===== config.mk =====
export PLATFORM = sky130hd
export DESIGN_NAME = d_cache_responder_flat
export DESIGN_NICKNAME = d
export VERILOG_FILES = /design/src/rtl/d_cache_responder_if.sv /design/src/rtl/d_cache_responder.sv /design/src/flat_wrapper.sv
export SDC_FILE = /design/constraint.sdc
export NUM_CORES = 2
export LEC_CHECK = 0
export BUFFER_PORTS_ARGS = -buffer_cell sky130_fd_sc_hd__buf_4
export CAP_MARGIN = 40
export CELL_PAD_IN_SITES_DETAIL_PLACEMENT = 0
export CELL_PAD_IN_SITES_GLOBAL_PLACEMENT = 2
export CORE_MARGIN = 3
export CORE_UTILIZATION = 50
export DETAILED_ROUTE_END_ITERATION = 12
export GPL_ROUTABILITY_DRIVEN = 1
export PLACE_DENSITY_LB_ADDON = 0.2
export SYNTH_ARGS = -nofsm -noshare
export SYNTH_HDL_FRONTEND = slang
export SYNTH_SLANG_ARGS = --single-unit

===== constraint.sdc =====
create_clock -name clk -period 9.5 [get_ports clk]
set_clock_uncertainty 0.2 [all_clocks]
set_input_delay 1.9 -clock clk [delete_from_list [all_inputs] [get_ports clk]]
set_output_delay 1.9 -clock clk [all_outputs]
set_load 0.02 [all_outputs]

===== src/rtl/d_cache_responder_if.sv =====
// Request/response and memory-port bundle for the data-cache responder.
// Handshake rules: req_* is qualified by req_valid and is held while dc_miss=1;
// mem_req_* is held stable while mem_req_valid=1 until the cycle mem_req_ready=1;
// mem_resp_valid/resp_valid are single-cycle strobes with no back-pressure.
interface d_cache_responder_if #(
    parameter int ADDR_WIDTH = 32
);
    logic                  req_valid;
    logic                  req_write;
    logic [ADDR_WIDTH-1:0] req_addr;
    logic [ADDR_WIDTH-1:0] req_addr_next;
    logic [31:0]           req_wdata;
    logic                  resp_valid;
    logic [31:0]           resp_data;
    logic                  dc_miss;
    logic                  mem_req_valid;
    logic                  mem_req_ready;
    logic                  mem_req_write;
    logic [ADDR_WIDTH-1:0] mem_req_addr;
    logic [31:0]           mem_req_wdata;
    logic                  mem_resp_valid;
    logic [31:0]           mem_resp_data;

    modport slave (
        input  req_valid, req_write, req_addr, req_addr_next, req_wdata,
        input  mem_req_ready, mem_resp_valid, mem_resp_data,
        output resp_valid, resp_data, dc_miss,
        output mem_req_valid, mem_req_write, mem_req_addr, mem_req_wdata
    );

    modport master (
        output req_valid, req_write, req_addr, req_addr_next, req_wdata,
        output mem_req_ready, mem_resp_valid, mem_resp_data,
        input  resp_valid, resp_data, dc_miss,
        input  mem_req_valid, mem_req_write, mem_req_addr, mem_req_wdata
    );
endinterface


===== src/rtl/d_cache_responder.sv =====
// Direct-mapped, write-through, no-write-allocate data cache responder.
// Arrays are indexed by a registered index so a hit answers in the request's own cycle.
module d_cache_responder #(
    parameter int INDEX_WIDTH = 4,
    parameter int LINE_WORDS  = 4,
    parameter int ADDR_WIDTH  = 32
) (
    input  logic                  clk,
    input  logic                  rst,
    d_cache_responder_if.slave    bus,
    output logic [2:0]            o_dbg_state
);
    localparam int OFF_W   = $clog2(LINE_WORDS);
    localparam int LINES   = 1 << INDEX_WIDTH;
    localparam int IDX_LSB = OFF_W + 2;
    localparam int TAG_LSB = IDX_LSB + INDEX_WIDTH;
    localparam int TAG_W   = ADDR_WIDTH - TAG_LSB;
    localparam logic [OFF_W-1:0] LAST_CNT = OFF_W'(LINE_WORDS - 1);

    localparam logic [2:0] S_IDLE        = 3'd0;
    localparam logic [2:0] S_REFILL_REQ  = 3'd1;
    localparam logic [2:0] S_REFILL_DATA = 3'd2;
    localparam logic [2:0] S_WRITE_THRU  = 3'd3;
    localparam logic [2:0] S_DONE        = 3'd4;

    logic [2:0]             r_state;
    logic [OFF_W-1:0]       r_cnt;
    logic [INDEX_WIDTH-1:0] r_rd_index;
    logic [LINES-1:0]       r_valid;
    logic [TAG_W-1:0]       r_tag  [LINES];
    logic [31:0]            r_data [LINES*LINE_WORDS];

    logic [OFF_W-1:0]       w_cur_off;
    logic [INDEX_WIDTH-1:0] w_cur_index;
    logic [TAG_W-1:0]       w_cur_tag;
    logic [INDEX_WIDTH-1:0] w_next_index;
    logic [ADDR_WIDTH-1:0]  w_line_base;
    logic                   w_rd_valid;
    logic [TAG_W-1:0]       w_rd_tag;
    logic [31:0]            w_rd_word;
    logic                   w_idx_ok;
    logic                   w_hit;
    logic                   w_last_word;
    logic                   w_unused;

    logic                   w_resp_valid;
    logic [31:0]            w_resp_data;
    logic                   w_dc_miss;
    logic                   w_mem_req_valid;
    logic                   w_mem_req_write;
    logic [ADDR_WIDTH-1:0]  w_mem_req_addr;
    logic [31:0]            w_mem_req_wdata;

    assign w_cur_off    = bus.req_addr[IDX_LSB-1:2];
    assign w_cur_index  = bus.req_addr[TAG_LSB-1:IDX_LSB];
    assign w_cur_tag    = bus.req_addr[ADDR_WIDTH-1:TAG_LSB];
    assign w_next_index = bus.req_addr_next[TAG_LSB-1:IDX_LSB];
    assign w_line_base  = {bus.req_addr[ADDR_WIDTH-1:IDX_LSB], {IDX_LSB{1'b0}}};

    assign w_rd_valid = r_valid[r_rd_index];
    assign w_rd_tag   = r_tag[r_rd_index];
    assign w_rd_word  = r_data[{r_rd_index, w_cur_off}];

    // A stale pre-read index (addr_next did not predict req_addr) is a one-cycle replay.
    assign w_idx_ok    = (r_rd_index == w_cur_index);
    assign w_hit       = w_idx_ok && w_rd_valid && (w_rd_tag == w_cur_tag);
    assign w_last_word = (r_cnt == LAST_CNT);

    assign w_unused = ^{bus.req_addr[1:0], bus.req_addr_next[ADDR_WIDTH-1:TAG_LSB],
                        bus.req_addr_next[IDX_LSB-1:0]};

    always_comb begin
        w_resp_valid    = 1'b0;
        w_resp_data     = 32'h0;
        w_dc_miss       = 1'b0;
        w_mem_req_valid = 1'b0;
        w_mem_req_write = 1'b0;
        w_mem_req_addr  = '0;
        w_mem_req_wdata = 32'h0;
        case (r_state)
            S_IDLE: begin
                if (bus.req_valid) begin
                    if (!bus.req_write && w_hit) begin
                        w_resp_valid = 1'b1;
                        w_resp_data  = w_rd_word;
                    end else begin
                        w_dc_miss = 1'b1;
                    end
                end
            end
            S_REFILL_REQ: begin
                w_dc_miss       = 1'b1;
                w_mem_req_valid = 1'b1;
                w_mem_req_addr  = w_line_base;
            end
            S_REFILL_DATA: begin
                w_dc_miss = 1'b1;
            end
            S_WRITE_THRU: begin
                w_dc_miss       = 1'b1;
                w_mem_req_valid = 1'b1;
                w_mem_req_write = 1'b1;
                w_mem_req_addr  = bus.req_addr;
                w_mem_req_wdata = bus.req_wdata;
            end
            default: begin
                w_dc_miss = 1'b0;
            end
        endcase
        // Outputs read as zero for as long as reset is applied.
        if (rst) begin
            w_resp_valid    = 1'b0;
            w_resp_data     = 32'h0;
            w_dc_miss       = 1'b0;
            w_mem_req_valid = 1'b0;
            w_mem_req_write = 1'b0;
            w_mem_req_addr  = '0;
            w_mem_req_wdata = 32'h0;
        end
    end

    assign bus.resp_valid    = w_resp_valid;
    assign bus.resp_data     = w_resp_data;
    assign bus.dc_miss       = w_dc_miss;
    assign bus.mem_req_valid = w_mem_req_valid;
    assign bus.mem_req_write = w_mem_req_write;
    assign bus.mem_req_addr  = w_mem_req_addr;
    assign bus.mem_req_wdata = w_mem_req_wdata;
    assign o_dbg_state       = r_state;

    always_ff @(posedge clk or posedge rst) begin
        if (rst) begin
            r_state    <= S_IDLE;
            r_cnt      <= '0;
            r_rd_index <= '0;
            r_valid    <= '0;
        end else begin
            r_rd_index <= w_dc_miss ? w_cur_index : w_next_index;
            case (r_state)
                S_IDLE: begin
                    if (bus.req_valid && w_idx_ok) begin
                        if (bus.req_write) begin
                            r_state <= S_WRITE_THRU;
                        end else if (!w_hit) begin
                            // Invalidate up front so an aborted refill never leaves a mixed line.
                            r_valid[w_cur_index] <= 1'b0;
                            r_state              <= S_REFILL_REQ;
                        end
                    end
                end
                S_REFILL_REQ: begin
                    r_cnt <= '0;
                    if (bus.mem_req_ready) begin
                        r_state <= S_REFILL_DATA;
                    end
                end
                S_REFILL_DATA: begin
                    if (bus.mem_resp_valid) begin
                        r_cnt <= r_cnt + 1'b1;
                        if (w_last_word) begin
                            r_valid[w_cur_index] <= 1'b1;
                            r_state              <= S_IDLE;
                        end
                    end
                end
                S_WRITE_THRU: begin
                    if (bus.mem_req_ready) begin
                        r_state <= S_DONE;
                    end
                end
                S_DONE: begin
                    r_state <= S_IDLE;
                end
                default: begin
                    r_state <= S_IDLE;
                end
            endcase
        end
    end

    always_ff @(posedge clk) begin
        if (r_state == S_IDLE && bus.req_valid && bus.req_write && w_hit) begin
            r_data[{w_cur_index, w_cur_off}] <= bus.req_wdata;
        end
        if (r_state == S_REFILL_DATA && bus.mem_resp_valid) begin
            r_data[{w_cur_index, r_cnt}] <= bus.mem_resp_data;
            if (w_last_word) begin
                r_tag[w_cur_index] <= w_cur_tag;
            end
        end
    end
endmodule


===== src/flat_wrapper.sv =====
// flat-port wrapper written by rule: the top's interface ports become plain ports
module d_cache_responder_flat 
#(
    parameter int INDEX_WIDTH = 4,
    parameter int LINE_WORDS  = 4,
    parameter int ADDR_WIDTH  = 32
)
  (clk, rst, o_dbg_state, bus_req_valid, bus_req_write, bus_req_addr, bus_req_addr_next, bus_req_wdata, bus_mem_req_ready, bus_mem_resp_valid, bus_mem_resp_data, bus_resp_valid, bus_resp_data, bus_dc_miss, bus_mem_req_valid, bus_mem_req_write, bus_mem_req_addr, bus_mem_req_wdata);
  d_cache_responder_if #(.ADDR_WIDTH(ADDR_WIDTH)) bus_i ();
  input  logic clk;
  input  logic rst;
  output logic [2:0] o_dbg_state;
  input wire logic [$bits(bus_i.req_valid)-1:0] bus_req_valid;
  input wire logic [$bits(bus_i.req_write)-1:0] bus_req_write;
  input wire logic [$bits(bus_i.req_addr)-1:0] bus_req_addr;
  input wire logic [$bits(bus_i.req_addr_next)-1:0] bus_req_addr_next;
  input wire logic [$bits(bus_i.req_wdata)-1:0] bus_req_wdata;
  input wire logic [$bits(bus_i.mem_req_ready)-1:0] bus_mem_req_ready;
  input wire logic [$bits(bus_i.mem_resp_valid)-1:0] bus_mem_resp_valid;
  input wire logic [$bits(bus_i.mem_resp_data)-1:0] bus_mem_resp_data;
  output wire logic [$bits(bus_i.resp_valid)-1:0] bus_resp_valid;
  output wire logic [$bits(bus_i.resp_data)-1:0] bus_resp_data;
  output wire logic [$bits(bus_i.dc_miss)-1:0] bus_dc_miss;
  output wire logic [$bits(bus_i.mem_req_valid)-1:0] bus_mem_req_valid;
  output wire logic [$bits(bus_i.mem_req_write)-1:0] bus_mem_req_write;
  output wire logic [$bits(bus_i.mem_req_addr)-1:0] bus_mem_req_addr;
  output wire logic [$bits(bus_i.mem_req_wdata)-1:0] bus_mem_req_wdata;
  assign bus_i.req_valid = bus_req_valid;
  assign bus_i.req_write = bus_req_write;
  assign bus_i.req_addr = bus_req_addr;
  assign bus_i.req_addr_next = bus_req_addr_next;
  assign bus_i.req_wdata = bus_req_wdata;
  assign bus_i.mem_req_ready = bus_mem_req_ready;
  assign bus_i.mem_resp_valid = bus_mem_resp_valid;
  assign bus_i.mem_resp_data = bus_mem_resp_data;
  assign bus_resp_valid = bus_i.resp_valid;
  assign bus_resp_data = bus_i.resp_data;
  assign bus_dc_miss = bus_i.dc_miss;
  assign bus_mem_req_valid = bus_i.mem_req_valid;
  assign bus_mem_req_write = bus_i.mem_req_write;
  assign bus_mem_req_addr = bus_i.mem_req_addr;
  assign bus_mem_req_wdata = bus_i.mem_req_wdata;
  d_cache_responder #(.INDEX_WIDTH(INDEX_WIDTH), .LINE_WORDS(LINE_WORDS), .ADDR_WIDTH(ADDR_WIDTH)) u_core (.clk(clk), .rst(rst), .bus(bus_i), .o_dbg_state(o_dbg_state));
endmodule

After elaboration in Yosys (flattened, before gate mapping)
Memories as Yosys holds them, arrays and structs flattened.
Cells that the tools add are included.
{ "totals": {"output_inout_bits": 103, "word_cells": 97, "reg_bits": 25, "n_memories": 2, "mem_bits_rw": 2432} }
{ "op_classes": {"n_mux": 51, "reduce_logical": 19, "n_bitwise": 3, "add_sub_neg": 1, "magnitude_cmp": 3, "n_eq_ne": 14} }
{ "memory_table": {"columns": ["name", "words", "width", "rd", "rd_ports_with_merged_regs", "wr", "line", "rtl"], "rows": [
  ["u_core.r_data", 64, 32, 1, 0, 1, "d_cache_responder.sv:31", "logic [31:0] r_data [LINES*LINE_WORDS];"],
  ["u_core.r_tag", 16, 24, 1, 0, 1, "d_cache_responder.sv:30", "logic [TAG_W-1:0] r_tag [LINES];"]
]} }
{ "ops": {"columns": ["op", "n"], "rows": [
  ["2-to-1 mux 32 bit", 8],
  ["2-to-1 mux 16 bit", 5],
  ["one-hot mux 32 bit (2 select lines)", 1],
  ["one-hot mux 16 bit (2 select lines)", 1],
  ["OR reduction 32 bit", 1],
  ["equality test 24 bit", 1],
  ["2-to-1 mux 1 bit", 21],
  ["2-to-1 mux 3 bit", 7],
  ["AND 16 bit", 1],
  ["inverter 16 bit", 1],
  ["bitwise OR 16 bit", 1],
  ["one-hot mux 3 bit (4 select lines)", 1],
  ["AND reduction 6 bit", 2],
  ["less-than comparator 4 x 5 -> 1 bit, second input constant", 2],
  ["!= test 2 bit, second input constant", 5],
  ["logical AND 1 bit", 9],
  ["equality test 3 x 2 -> 1 bit, second input constant", 2],
  ["2-to-1 mux 6 bit", 1],
  ["binary-select mux 1 bit (select 4 bit)", 1],
  ["demux 1 bit (select 4 bit)", 1],
  ["equality test 4 bit", 1],
  ["greater-or-equal comparator 4 x 1 -> 1 bit, second input constant", 1],
  ["2-to-1 mux 4 bit", 1],
  ["!= test 2 x 1 -> 1 bit, second input constant", 2],
  ["other kinds (13)", 14]
]} }

Longest topological paths before layout
{ "depth": {"word_depth": 10, "ltp_mapped": 14} }

Worst setup path before layout
Ideal clock, no wire load.
{ "synth_path": {"path_type": "in2out", "startpoint": "input bus_req_addr[2]", "endpoint": "output bus_resp_data[0]", "slack_ns": 2.456, "required_time_ns": 7.400, "cell_stages": 8, "path_buffers": 4, "arrival_time_ns": 4.944, "cell_sequence": "clkbuf_1 > clkbuf_1 > buf_1 > buf_1 > mux4_2 > mux4_2 > mux4_2 > nor2b_1"} }
{ "synth_between": {"elab_chain_len": 5} }
{ "synth_lines": {"columns": ["item", "line", "rtl"], "rows": [
  ["start: declaration", "flat_wrapper.sv:15", "input wire logic [$bits(bus_i.req_addr)-1:0] bus_req_addr;"],
  ["memory read (64 x 32 bit)", null, null],
  ["2-to-1 mux 32 bit", "d_cache_responder.sv:83", "if (!bus.req_write && w_hit) begin"],
  ["2-to-1 mux 32 bit", "d_cache_responder.sv:82", "if (bus.req_valid) begin"],
  ["2-to-1 mux 32 bit", "d_cache_responder.sv:80", "case (r_state)"],
  ["2-to-1 mux 32 bit", "d_cache_responder.sv:111", "if (rst) begin"],
  ["end: declaration", "flat_wrapper.sv:22", "output wire logic [$bits(bus_i.resp_data)-1:0] bus_resp_data;"]
]} }
Every way passes these cells.

Final worst setup path
{ "layout_path": {"startpoint": "register u_core.r_rd_index[1]", "endpoint": "output bus_resp_data[16]"} }
{ "layout_between": {"elab_chain_len": 9, "word_cells_on_any_way": 13} }
{ "layout_lines": {"columns": ["item", "line", "rtl"], "rows": [
  ["start: declaration", "d_cache_responder.sv:28", "logic [INDEX_WIDTH-1:0] r_rd_index;"],
  ["start signal: assignment", "d_cache_responder.sv:138", "r_rd_index <= w_dc_miss ? w_cur_index : w_next_index;"],
  ["parallel branches: the longest is 5 deep, another holds memory read (16 x 24 bit)", null, null],
  ["2-to-1 mux 32 bit (*)", "d_cache_responder.sv:83", null],
  ["2-to-1 mux 32 bit (*)", "d_cache_responder.sv:82", null],
  ["2-to-1 mux 32 bit (*)", "d_cache_responder.sv:80", null],
  ["2-to-1 mux 32 bit (*)", "d_cache_responder.sv:111", null]
]} }
Mark *: on every way between the ends. The select of a mux whose other input is x is not followed.

==> out/metrics.cfg <==
[floorplan]
die_w_um = 442
rows = 159
dieArea_um2 = 196000
die_h_um = 442
io_pins = 237
start_util_pct = 50.5
core_um2 = 189000

[synthesis]
synth_cell_types = 51
yosys-top-cells-area = edfxtp_1, mux4_2, mux2i_1, dfrtp_1, clkbuf_1
ys_seq_elements = 2457
synth_ff_type = edfxtp_1
synth_cells = 4088
ys_async_sr_fraction_pct = 1.02
synth-edff-count = 2432
yosys.area.top_type = edfxtp_1
syn_area_per_cell_um2 = 23.3
yosysSeqAreaShare_pct = 77.3
synth_nets = 4223
netlist.area_leader.share_pct = 76.7
ys.warnings.count = 0
mappedNetlistArea_um2 = 95200

[run]
maxCapViolCount = 0

[power_and_ir_drop]
pwr-share-comb_pct = 11.3
peakVddDrop_v = 0.000174
powerDensity_nw_per_um2 = 224
p_leak_nw = 35.0
power_frac_seq_pct = 51.4
clkPwrFrac_pct = 37.3
p_int_mw = 18.8
swShare_pct = 23.7
power.switching_mw = 5.82
power.total_mw = 24.6

[clock_network]
cts_tree = yes
hold_buffers = 0
clkTransAtPathRegs_ns = 0.06
h-tree-depth = 4
cts_buffer_depth = 3
post_cts_buffers = 0
worstSkewPairLatency_ns = 0.86
post_cts_resized = 0
cts.sinks = 2457
numCtsBuffers = 238
clockRootBuffer = clkbuf_16

[cells_and_area]
final_common_cell = edfxtp_1
seqCellArea_um2 = 73700
post-route-util_pct = 58.3
diodes = 0
fin_nets = 4671
syn2layout_area_growth_pct = 15.4
fill_cells = 13600
multi_input_area_um2 = 21400
design_area_um2 = 110000
drive_gt1_share_pct = 34.4
layout_common_cells = edfxtp_1, mux4_2, buf_4, clkbuf_16, nand2_1

[timing]
finalSetupTns_ns = 0
grt_setup_unrepaired = no
hold_violations = 0
setup_viol = 0
fmax_mhz = 125
min_period_over_period_pct = 84.2
fin_crit_ns = 8.00
max_slew_margin_pct = 37.1
final_max_slew_viol_count = 0
tightest_slew_ns = 0.944

[critical_path]
critical_path_required_ns = 7.40
end_kind = output pin
crit_type = flip-flop to output pin
start_kind = flip-flop
arrival_ns = 5.90
cp_max_fo = 48

[detailed_routing]
num_vias = 44600
wl_per_cell_um = 32.5
avgViaCountPerCell = 6.17
wl_um = 235000
drcViolationCount = 0
first_pass_iters = 7
drt_iter0_drc = 4694
ant_nets = 0

[placed_design]
dp_hpwl_um = 135000
portBuffers = 208
placed_cell_area_um2 = 102000
gp_congestion = 0.772

[global_routing]
track_usage_pct = 24.2
grt_pass1_wl_um = 338000
grt_pass1_vias = 46200
grt_max_degree = 104
overflow = 0
antenna_found_initial = 7

[worst_hold_path]
min_path_type = flip-flop to flip-flop

[outcome]
status = complete, no violations

[path summary, 6_finish.rpt]
check | endpoint | cells after the start | start | slack (ns)
worst max-delay path | bus_resp_data[16] | 15 | u_core.r_rd_index[1] | 1.50
worst min-delay path | flip-flop | 2 | flip-flop | 0.33
worst max register to register | u_core.r_data[44][22] | 14 | u_core.r_rd_index[1] | 2.95
worst min register to register | flip-flop | 2 | flip-flop | 0.33
max in group asynchronous | asynchronous set/reset pin | 3 | rst | 7.82
min in group asynchronous | u_core.o_dbg_state[1] | 2 | rst | 0.83
[state kept, by name (all words and copies together) (netlist names), named ones only]
name	count
u_core.o_dbg_state	3
u_core.r_cnt	2
u_core.r_data	2048
u_core.r_rd_index	4
u_core.r_tag	384
[layer usage]
metal	wire, um	vias up	global-route usage (%)
met4	4460	2	5.40
met5	13	-	0
li1	-	18400	-
met2	120000	1587	40.7
met3	15400	275	3.96
met1	95100	24400	33.7
[power by group through the flow]
stage | combinational [mW] | sequential, mW | clock (mW)
global route | 2.96 | 12.7 | 9.79
finish | 2.77 | 12.6 | 9.19
CTS | 2.82 | 12.6 | 9.36
detailed placement | 2.82 | 12.9 | 0
floorplan | 1.60 | 12.9 | 0
global placement | 2.64 | 12.9 | 0
[cell type report]
class,count,share of cell area [%]
Timing Repair Buffer,429,3.78
Clock inverter,142,1.18
Tap cell,2495,2.84
Inverter,12,0.0432
Sequential cell,2457,67.0
Clock buffer,300,5.72
Multi-Input combinational cell,1398,19.4
[cell usage after synthesis, types with 2 or more instances]
master,instances
xnor2_1,12
nand4_1,8
nor3_1,19
o22ai_1,3
a21oi_1,26
xor2_1,9
edfxtp_1,2432
buf_2,17
clkbuf_1,158
o2111ai_1,5
buf_4,9
mux2_2,4
nor3b_1,3
and3_1,42
and2_1,40
o21a_1,2
a32oi_1,4
dfrtp_1,25
o31a_1,2
inv_1,11
a211oi_1,2
nor2b_1,43
nor4_1,10
nand2b_1,2
nor2_1,123
nand4b_1,2
a22oi_1,25
o211ai_1,4
nand3_1,21
a211o_1,6
mux2_1,4
buf_1,32
a221oi_2,2
mux4_2,736
o21ai_0,4
a21o_1,3
a22o_1,13
a221oi_1,6
buf_6,5
nand2_1,120
mux2i_1,84
[cells by family (layout without fill, tap and decap cells)]
| group | Yosys count | count (layout) | share of synthesized area, % |
|---|---|---|---|
| flip-flops | 2457 | 2457 | 77.3 |
| adder cells (fa/ha/maj) | 1 | 1 | 0.0131 |
| buffers and inverters | 233 | 883 | 1.02 |
| multiplexers | 828 | 828 | 18.4 |
| AO/OA/AOI/OAI | 112 | 112 | 0.880 |
| XOR/XNOR | 21 | 21 | 0.193 |
| AND/OR/NAND/NOR | 436 | 436 | 2.19 |
[worst max-delay path, cell delays in order (launching register included)]
cell and delay (ns):
dfrtp_4 0.84, buf_12 0.41, buf_4 0.53, mux4_2 0.39, and3_1 0.19, nor4_1 0.65
nand3_1 0.21, o211ai_1 0.22, or4_1 0.28, nor3_1 0.09, nand4_1 0.13, buf_6 0.20
buf_4 0.34, nor2b_1 0.13, buf_4 0.17, buf_4 0.15
[through the flow]
stage | hold WS, ns | setup WS (ns) | cells
5_1_grt | 0.347 | 1.26 | 7233
6_report | 0.327 | 1.50 | 7233
3_3_place_gp | 0.306 | 1.58 | 6744
3_5_place_dp | 0.315 | 1.57 | 6790
2_1_floorplan | 0.290 | 2.46 | 4088
4_1_cts | 0.329 | 0.686 | 7232
(Power assumes the default switching activity.)
